<file path="config.mk">
export PLATFORM = sky130hd
export DESIGN_NAME = rom_loader_sdram
export DESIGN_NICKNAME = d
export VERILOG_FILES = /design/src/rtl/rom_loader_sdram.sv
export SDC_FILE = /design/constraint.sdc
export NUM_CORES = 1
export LEC_CHECK = 0
export BUFFER_PORTS_ARGS = -buffer_cell sky130_fd_sc_hd__buf_2
export CAP_MARGIN = 15
export CORE_MARGIN = 2
export CORE_UTILIZATION = 55
export DETAILED_ROUTE_END_ITERATION = 8
export PLACE_DENSITY = 0.75
export SLEW_MARGIN = 20
export SYNTH_ARGS = -nofsm -noshare
export SYNTH_HDL_FRONTEND = slang
export SYNTH_SLANG_ARGS = --single-unit
</file>
<file path="constraint.sdc">
create_clock -name cpu_clk -period 9.4 [get_ports cpu_clk]
set_clock_uncertainty 0.05 [all_clocks]
set_input_delay 1.88 -clock cpu_clk [delete_from_list [all_inputs] [get_ports cpu_clk]]
set_output_delay 1.88 -clock cpu_clk [all_outputs]
set_load 0.02 [all_outputs]
</file>
<file path="src/rtl/rom_loader_sdram.sv">
// Packs the byte-wide ioctl ROM download into 16-bit little-endian words, queues them in a small
// FIFO and writes them to SDRAM, holding the CPU in reset for the duration of the load.
module rom_loader_sdram #(
  parameter logic [7:0]  ROM_INDEX  = 8'd0,
  parameter logic [24:0] ADDR_BASE  = 25'h0000000,
  parameter int          FIFO_DEPTH = 4,
  parameter logic [20:0] MAX_WORDS  = 21'h100000
) (
  input  logic        cpu_clk,
  input  logic        reset,
  input  logic        ioctl_download,
  input  logic [7:0]  ioctl_index,
  input  logic        ioctl_wr,
  input  logic [24:0] ioctl_addr,
  input  logic [7:0]  ioctl_dout,
  output logic        ioctl_wait,
  output logic        sdram_wr,
  input  logic        sdram_wr_rdy,
  output logic [24:0] sdram_waddr,
  output logic [15:0] sdram_din,
  output logic        hold_cpu,
  output logic        load_done,
  output logic [20:0] load_words,
  output logic        overflow,
  output logic [2:0]  dbg_state_o
);
  localparam int PW = $clog2(FIFO_DEPTH);
  localparam int CW = PW + 1;

  typedef enum logic [1:0] {L_IDLE, L_LOADING, L_FLUSH, L_DONE} lstate_t;
  typedef enum logic {W_IDLE, W_REQ} wstate_t;
  typedef struct packed {
    logic [24:0] addr;
    logic [15:0] data;
  } entry_t;

  // Handshake: sdram_wr rises with address/data and holds them steady until the cycle
  // sdram_wr_rdy is seen high; that cycle is the accept and the head entry is popped.
  lstate_t     lstate_q;
  wstate_t     wstate_q;
  entry_t      fifo_q [FIFO_DEPTH];
  logic [PW-1:0] wr_ptr_q, rd_ptr_q, wr_ptr_nxt;
  logic [CW-1:0] count_q, count_d;
  logic        pend_q, pend_d;
  logic [7:0]  pend_lo_q, pend_lo_d;
  logic [23:0] pend_w_q, pend_w_d;
  logic        dl_q;
  logic        push0, push1, pop, ovf_set, active_byte, flush, load_start, in_range;
  entry_t      e0, e1;
  logic [23:0] w;

  function automatic entry_t mk(input logic [23:0] wa, input logic [15:0] d);
    entry_t e;
    e.addr = ADDR_BASE + {wa, 1'b0};
    e.data = d;
    return e;
  endfunction

  assign w           = ioctl_addr[24:1];
  assign in_range    = w < {3'b000, MAX_WORDS};
  assign active_byte = ioctl_wr && ioctl_download && (ioctl_index == ROM_INDEX) && (lstate_q == L_LOADING);
  assign flush       = (lstate_q == L_LOADING) && !ioctl_download;
  assign load_start  = (lstate_q == L_IDLE) && ioctl_download && !dl_q && (ioctl_index == ROM_INDEX);
  assign pop         = (wstate_q == W_REQ) && sdram_wr_rdy;
  assign wr_ptr_nxt  = wr_ptr_q + 1'b1;
  assign count_d     = count_q + CW'(push0) + CW'(push1) - CW'(pop);
  assign ioctl_wait  = (CW'(FIFO_DEPTH) - count_q) < CW'(2);
  assign dbg_state_o = {wstate_q, lstate_q};

  always_comb begin
    push0     = 1'b0;
    push1     = 1'b0;
    e0        = '0;
    e1        = '0;
    ovf_set   = 1'b0;
    pend_d    = pend_q;
    pend_lo_d = pend_lo_q;
    pend_w_d  = pend_w_q;
    if (active_byte) begin
      if (!in_range) begin
        ovf_set = 1'b1;
      end else if (!ioctl_addr[0]) begin
        // A new even byte evicts any older pending byte as a half-filled word.
        if (pend_q) begin
          push0 = 1'b1;
          e0    = mk(pend_w_q, {8'h00, pend_lo_q});
        end
        pend_d    = 1'b1;
        pend_lo_d = ioctl_dout;
        pend_w_d  = w;
      end else begin
        if (pend_q && pend_w_q == w) begin
          push0 = 1'b1;
          e0    = mk(w, {ioctl_dout, pend_lo_q});
        end else if (pend_q) begin
          push0 = 1'b1;
          e0    = mk(pend_w_q, {8'h00, pend_lo_q});
          push1 = 1'b1;
          e1    = mk(w, {ioctl_dout, 8'h00});
        end else begin
          push0 = 1'b1;
          e0    = mk(w, {ioctl_dout, 8'h00});
        end
        pend_d = 1'b0;
      end
    end else if (flush && pend_q) begin
      push0  = 1'b1;
      e0     = mk(pend_w_q, {8'h00, pend_lo_q});
      pend_d = 1'b0;
    end
  end

  always_ff @(posedge cpu_clk) begin
    if (push0) fifo_q[wr_ptr_q] <= e0;
    if (push1) fifo_q[wr_ptr_nxt] <= e1;
  end

  always_ff @(posedge cpu_clk) begin
    if (reset) begin
      wr_ptr_q  <= '0;
      rd_ptr_q  <= '0;
      count_q   <= '0;
      pend_q    <= 1'b0;
      pend_lo_q <= '0;
      pend_w_q  <= '0;
    end else begin
      wr_ptr_q  <= wr_ptr_q + PW'(push0) + PW'(push1);
      rd_ptr_q  <= rd_ptr_q + PW'(pop);
      count_q   <= count_d;
      pend_q    <= pend_d;
      pend_lo_q <= pend_lo_d;
      pend_w_q  <= pend_w_d;
    end
  end

  always_ff @(posedge cpu_clk) begin
    if (reset) begin
      lstate_q  <= L_IDLE;
      hold_cpu  <= 1'b0;
      load_done <= 1'b0;
      overflow  <= 1'b0;
      dl_q      <= 1'b0;
    end else begin
      dl_q      <= ioctl_download;
      load_done <= 1'b0;
      if (ovf_set) overflow <= 1'b1;
      case (lstate_q)
        L_IDLE: if (load_start) begin
          lstate_q <= L_LOADING;
          hold_cpu <= 1'b1;
          overflow <= 1'b0;
        end
        L_LOADING: if (!ioctl_download) lstate_q <= L_FLUSH;
        L_FLUSH: if (count_q == '0 && !sdram_wr) begin
          lstate_q  <= L_DONE;
          load_done <= 1'b1;
        end
        L_DONE: begin
          hold_cpu <= 1'b0;
          lstate_q <= L_IDLE;
        end
        default: lstate_q <= L_IDLE;
      endcase
    end
  end

  always_ff @(posedge cpu_clk) begin
    if (reset) begin
      wstate_q    <= W_IDLE;
      sdram_wr    <= 1'b0;
      sdram_waddr <= '0;
      sdram_din   <= '0;
      load_words  <= '0;
    end else begin
      if (load_start) load_words <= '0;
      else if (pop && load_words != MAX_WORDS) load_words <= load_words + 1'b1;
      case (wstate_q)
        W_IDLE: if (count_q != '0) begin
          sdram_waddr <= fifo_q[rd_ptr_q].addr;
          sdram_din   <= fifo_q[rd_ptr_q].data;
          sdram_wr    <= 1'b1;
          wstate_q    <= W_REQ;
        end
        W_REQ: if (sdram_wr_rdy) begin
          sdram_wr <= 1'b0;
          wstate_q <= W_IDLE;
        end
        default: wstate_q <= W_IDLE;
      endcase
    end
  end
endmodule

</file>
==> impl.org <==
** Clock tree
- CTS tree :: done
- Clock-pin slew was measured on the worst setup and hold paths at 60 ps.
- CTS built an H-tree with a depth of 1.
- Once the clock tree was built, the resizer swapped 0 gates to a different size.
- Clock Tree Buf Depth :: 3
- Sink Count :: 269
- Inserted Clock Buffers :: 28
- Clock tree root buffer cell :: clkbuf_16
- Hold bufs inserted after CTS :: 0
- Worst-skew pair later-pin latency :: 540 ps
- Post-CTS Setup Inserts :: 0

** Floorplanning
- Full die area :: 0.0239 mm²
- Total core area :: 0.0224 mm²
- Starting density of the core :: 0.557
- The floorplan step set the die height to 155 µm.
- FP Rows :: 55
- Top-level port count :: 116
- Measured along the x axis, the die boundary spans 155 µm.

** Detailed routing
- DRC viols :: 0
- Top Metal Used :: met5
- WL final :: 31.8 mm
- Wire segments on met3 add up to 2.51 mm in the final route.
- Remaining antenna violation count :: 0
- The first detailed-routing pass took 5 iterations.
- First-iteration detailed-routing DRC count :: 944
- Vias post-DR :: 9535
- Mean routed wirelength per cell :: 20.1 µm
- The routed design uses 15.1 mm of met2 wire.
- Via count normalized by instance count :: 6.02
- Post-Route M1 WL :: 13.4 mm

** Pwr
- The internal portion of the total power is 2.04 mW.
- Peak supply drop :: 0.000121 V
- Fraction of power consumed by sequential logic :: 0.456
- For this design the ratio of total power to cell area is 197 mW/mm².
- Of the total power, the clock network draws 0.393.
- The share of total power dissipated in combinational logic is 0.151.
- The completed layout was analyzed and its total power is 2.78 mW.
- Switching part of the total :: 0.268
- In this run the power spent charging and discharging nets is 746 µW.
- The analysis attributes to cell leakage a power of 5.19 nW.

** Synth
- The number of nets in the synthesized netlist is 1255.
- Synthesis produced a netlist whose cell count is 1195.
- The netlist uses 53 different library cells.
- Synthesized area divided by synthesized cell count :: 10.4 µm²
- Commonest register cell after synthesis :: dfxtp_1
- Synthesized cell area :: 0.0125 mm²
- Yosys warning total :: 0
- The share of the Yosys chip area taken by registers is 0.534.
- Of all flip-flops after synthesis, the portion carrying an async set or reset was 0.
- #FFs+latches synth :: 269
- In this run, synthesis inferred 128 flip-flops with an integrated enable.

** Worst setup path
- Crit-path max FO :: 24
- The worst setup path is captured at a flop.
- By startpoint and endpoint, the worst setup path is classified as input pin to flop.
- Among cell families on the critical path, the largest total delay comes from simple AND/OR/NAND/NOR gates.
- For this run, the slowest stage of the critical path takes 570 ps.
- Startpoint class of the critical path :: input pin
- The critical path runs through a total of 11 cells.
- The worst register-to-register path has a depth of 12.
- Data arrives at the worst endpoint at 5090 ps.
- For the worst setup path, the data required time is 9730 ps.
- Among all stages on the critical path, the largest delay is contributed by or4_4.
- Cell breakdown of the critical path :: buf_2, or4_4, or4_1, buf_4, o21ai_4, inv_1, ha_1, fa_1, inv_1, fa_1, nor2b_1
- Together, buffers and inverters on the worst path number 4.

** Timing
- Derived from the worst setup path, the maximum achievable clock frequency is 210 MHz.
- Setup violators final :: 0
- After layout, the worst setup slack is 4640 ps.
- Setup repair after global routing missed its margin :: false
- After routing, the total negative slack on setup checks comes to 0 ps.
- Remaining max-slew budget at the tightest pin :: 0.256
- Final cycle utilization of the critical path :: 0.506
- Final-report max-slew violation count :: 0
- For the pin with the worst max-slew slack, the measured transition is 1120 ps.
- The smallest clock period supported by the final layout is computed as 4760 ps.
- Number of hold violations in the final report :: 0

** Global route
- Wire length of the first global-routing pass :: 50.3 mm
- Maximum number of pins on one net before global-route repair :: 89
- For this run, the total global-route usage over all layers was measured as 0.266.
- Final global-route overflow total :: 0
- Number of antenna violations at the first check in global routing :: 2
- Number of global-route vias before repair :: 9335

** Place
- Routability-driven placement finished with a final weighted congestion of 0.849.
- Pre-CTS setup slack :: 4140 ps
- The placed instances occupy a cell area of 0.0132 mm².
- HPWL after detailed placement :: 19.6 mm
- Count of buffers inserted at the top-level ports :: 114

** Finish
- Relative to the synthesized area, the layout overhead comes to 13.0%.
- Cell area after layout :: 0.0141 mm²
- Layout cells sized above 1 :: 0.214
- The layout has 1802 filler cells.
- Post-layout nets :: 1336

** Run status
- The flow ran to the end, and the final reports show no timing, DRC or antenna violations.

** Min path
- Kind of path behind the tightest hold check :: flop to flop
- Counting instances, the worst hold path has a depth of 2.

** Flow run
- Maxcap violations :: 0
per-layer routing:
layer | GRT usage | vias to the layer above
li1 | - | 4398
met1 | 0.361 | 4630
met2 | 0.442 | 434
met3 | 0.0395 | 71
met4 | 0.0895 | 2
met5 | 0 | -
stage by stage:
step,util,hold WS [ps],instances
6_report,0.629,396,1583
5_1_grt,0.629,426,1582
4_1_cts,0.628,400,1581
3_5_place_dp,0.587,392,1530
3_3_place_gp,0.587,382,1530
2_1_floorplan,-,387,1195
cell usage in the layout (no fill, tap or decap), drive strengths merged, types with 5 or more instances in the layout:
cell,netlist,routed
o21ai,166,166
nor2b,35,35
xor2,12,12
ha,11,11
nor4,7,7
clkbuf,50,38
and3,5,5
a21oi,74,74
nand4,10,10
nor2,125,125
a22o,32,32
clkinv,0,10
a22oi,10,10
buf,28,129
nand2b,5,5
inv,40,41
nor3,29,29
dfxtp,141,141
edfxtp,128,128
mux4,40,40
nand2,152,152
and2,14,14
or4,5,5
nand3,12,12
xnor2,32,32
sequential cells by signal (all words and copies together), names as in the netlist:
signal,flops
load_done,1
lstate_q,2
sdram_wr,1
dl_q,1
wr_ptr_q,2
hold_cpu,1
overflow,1
load_words,21
fifo_q,160
rd_ptr_q,2
sdram_din,16
sdram_waddr,24
pend_w_q,24
wstate_q,1
pend_lo_q,8
pend_q,1
count_q,3
layout make-up:
| cell class | instances | area [µm²] | share of cell area |
|---|---|---|---|
| Multi-Input combinational cell | 808 | 5310 | 0.376 |
| Timing Repair Buffer | 129 | 698 | 0.0495 |
| Tap cell | 285 | 357 | 0.0253 |
| Clock buffer | 38 | 811 | 0.0575 |
| Clock inverter | 13 | 106 | 0.00754 |
| Inverter | 40 | 150 | 0.0106 |
| Antenna cell | 1 | 2.50 | 0.000177 |
| Sequential cell | 269 | 6670 | 0.473 |
path summary, 6_finish.rpt:
| check | from | endpoint | slack (ps) |
|---|---|---|---|
| worst max-delay path | ioctl_index[5] | count_q[1] | 4640 |
| worst min register to register | overflow | overflow | 400 |
| worst max register to register | lstate_q[1] | count_q[1] | 5950 |
| worst min-delay path | overflow | overflow | 400 |
Yosys cell counts (5+ instances only):
| cell | count | area share |
|---|---|---|
| nor4_1 | 5 | 0.0025 |
| ha_1 | 11 | 0.011 |
| a22o_1 | 32 | 0.022 |
| clkbuf_1 | 50 | 0.015 |
| and2_1 | 14 | 0.0070 |
| o21ai_2 | 40 | 0.028 |
| nor2b_1 | 35 | 0.018 |
| nand2b_1 | 5 | 0.0025 |
| nor2_1 | 124 | 0.037 |
| xor2_1 | 12 | 0.0084 |
| o21ai_0 | 85 | 0.034 |
| xnor2_1 | 32 | 0.022 |
| nand4_1 | 10 | 0.0050 |
| buf_2 | 11 | 0.0044 |
| nand3_1 | 12 | 0.0048 |
| dfxtp_1 | 141 | 0.23 |
| a21oi_1 | 74 | 0.030 |
| mux4_2 | 40 | 0.072 |
| nor3_1 | 29 | 0.012 |
| o21ai_1 | 40 | 0.016 |
| buf_6 | 8 | 0.0072 |
| edfxtp_1 | 128 | 0.31 |
| nand2_1 | 152 | 0.046 |
| inv_1 | 40 | 0.012 |
| buf_1 | 7 | 0.0021 |
| and3_1 | 5 | 0.0025 |
tightest hold or removal path: stages (launching register included):
cell     delay [ps]
dfxtp_1         310
inv_1            50
a21oi_1          50
power groups by stage:
| stage | Clock, mW | Sequential [mW] | Combinational, mW |
|---|---|---|---|
| 2_1_floorplan | 0 | 1.31 | 0.273 |
| 3_3_place_gp | 0 | 1.29 | 0.408 |
| 3_5_place_dp | 0 | 1.29 | 0.413 |
| 4_1_cts | 1.11 | 1.27 | 0.415 |
| 5_1_grt | 1.15 | 1.27 | 0.465 |
| 6_report | 1.09 | 1.27 | 0.421 |
cell families (layout without fill, tap and decap cells):
group,Yosys count,after routing,synth area share
flops,269,269,0.534
simple gates,418,418,0.154
mux,41,41,0.0729
compound gates,290,290,0.150
other cells,1,2,0.000300
xor+xnor,44,44,0.0309
fa+ha+maj,14,14,0.0158
buf+inv,118,220,0.0420
Power figures use the tool's default switching activity.
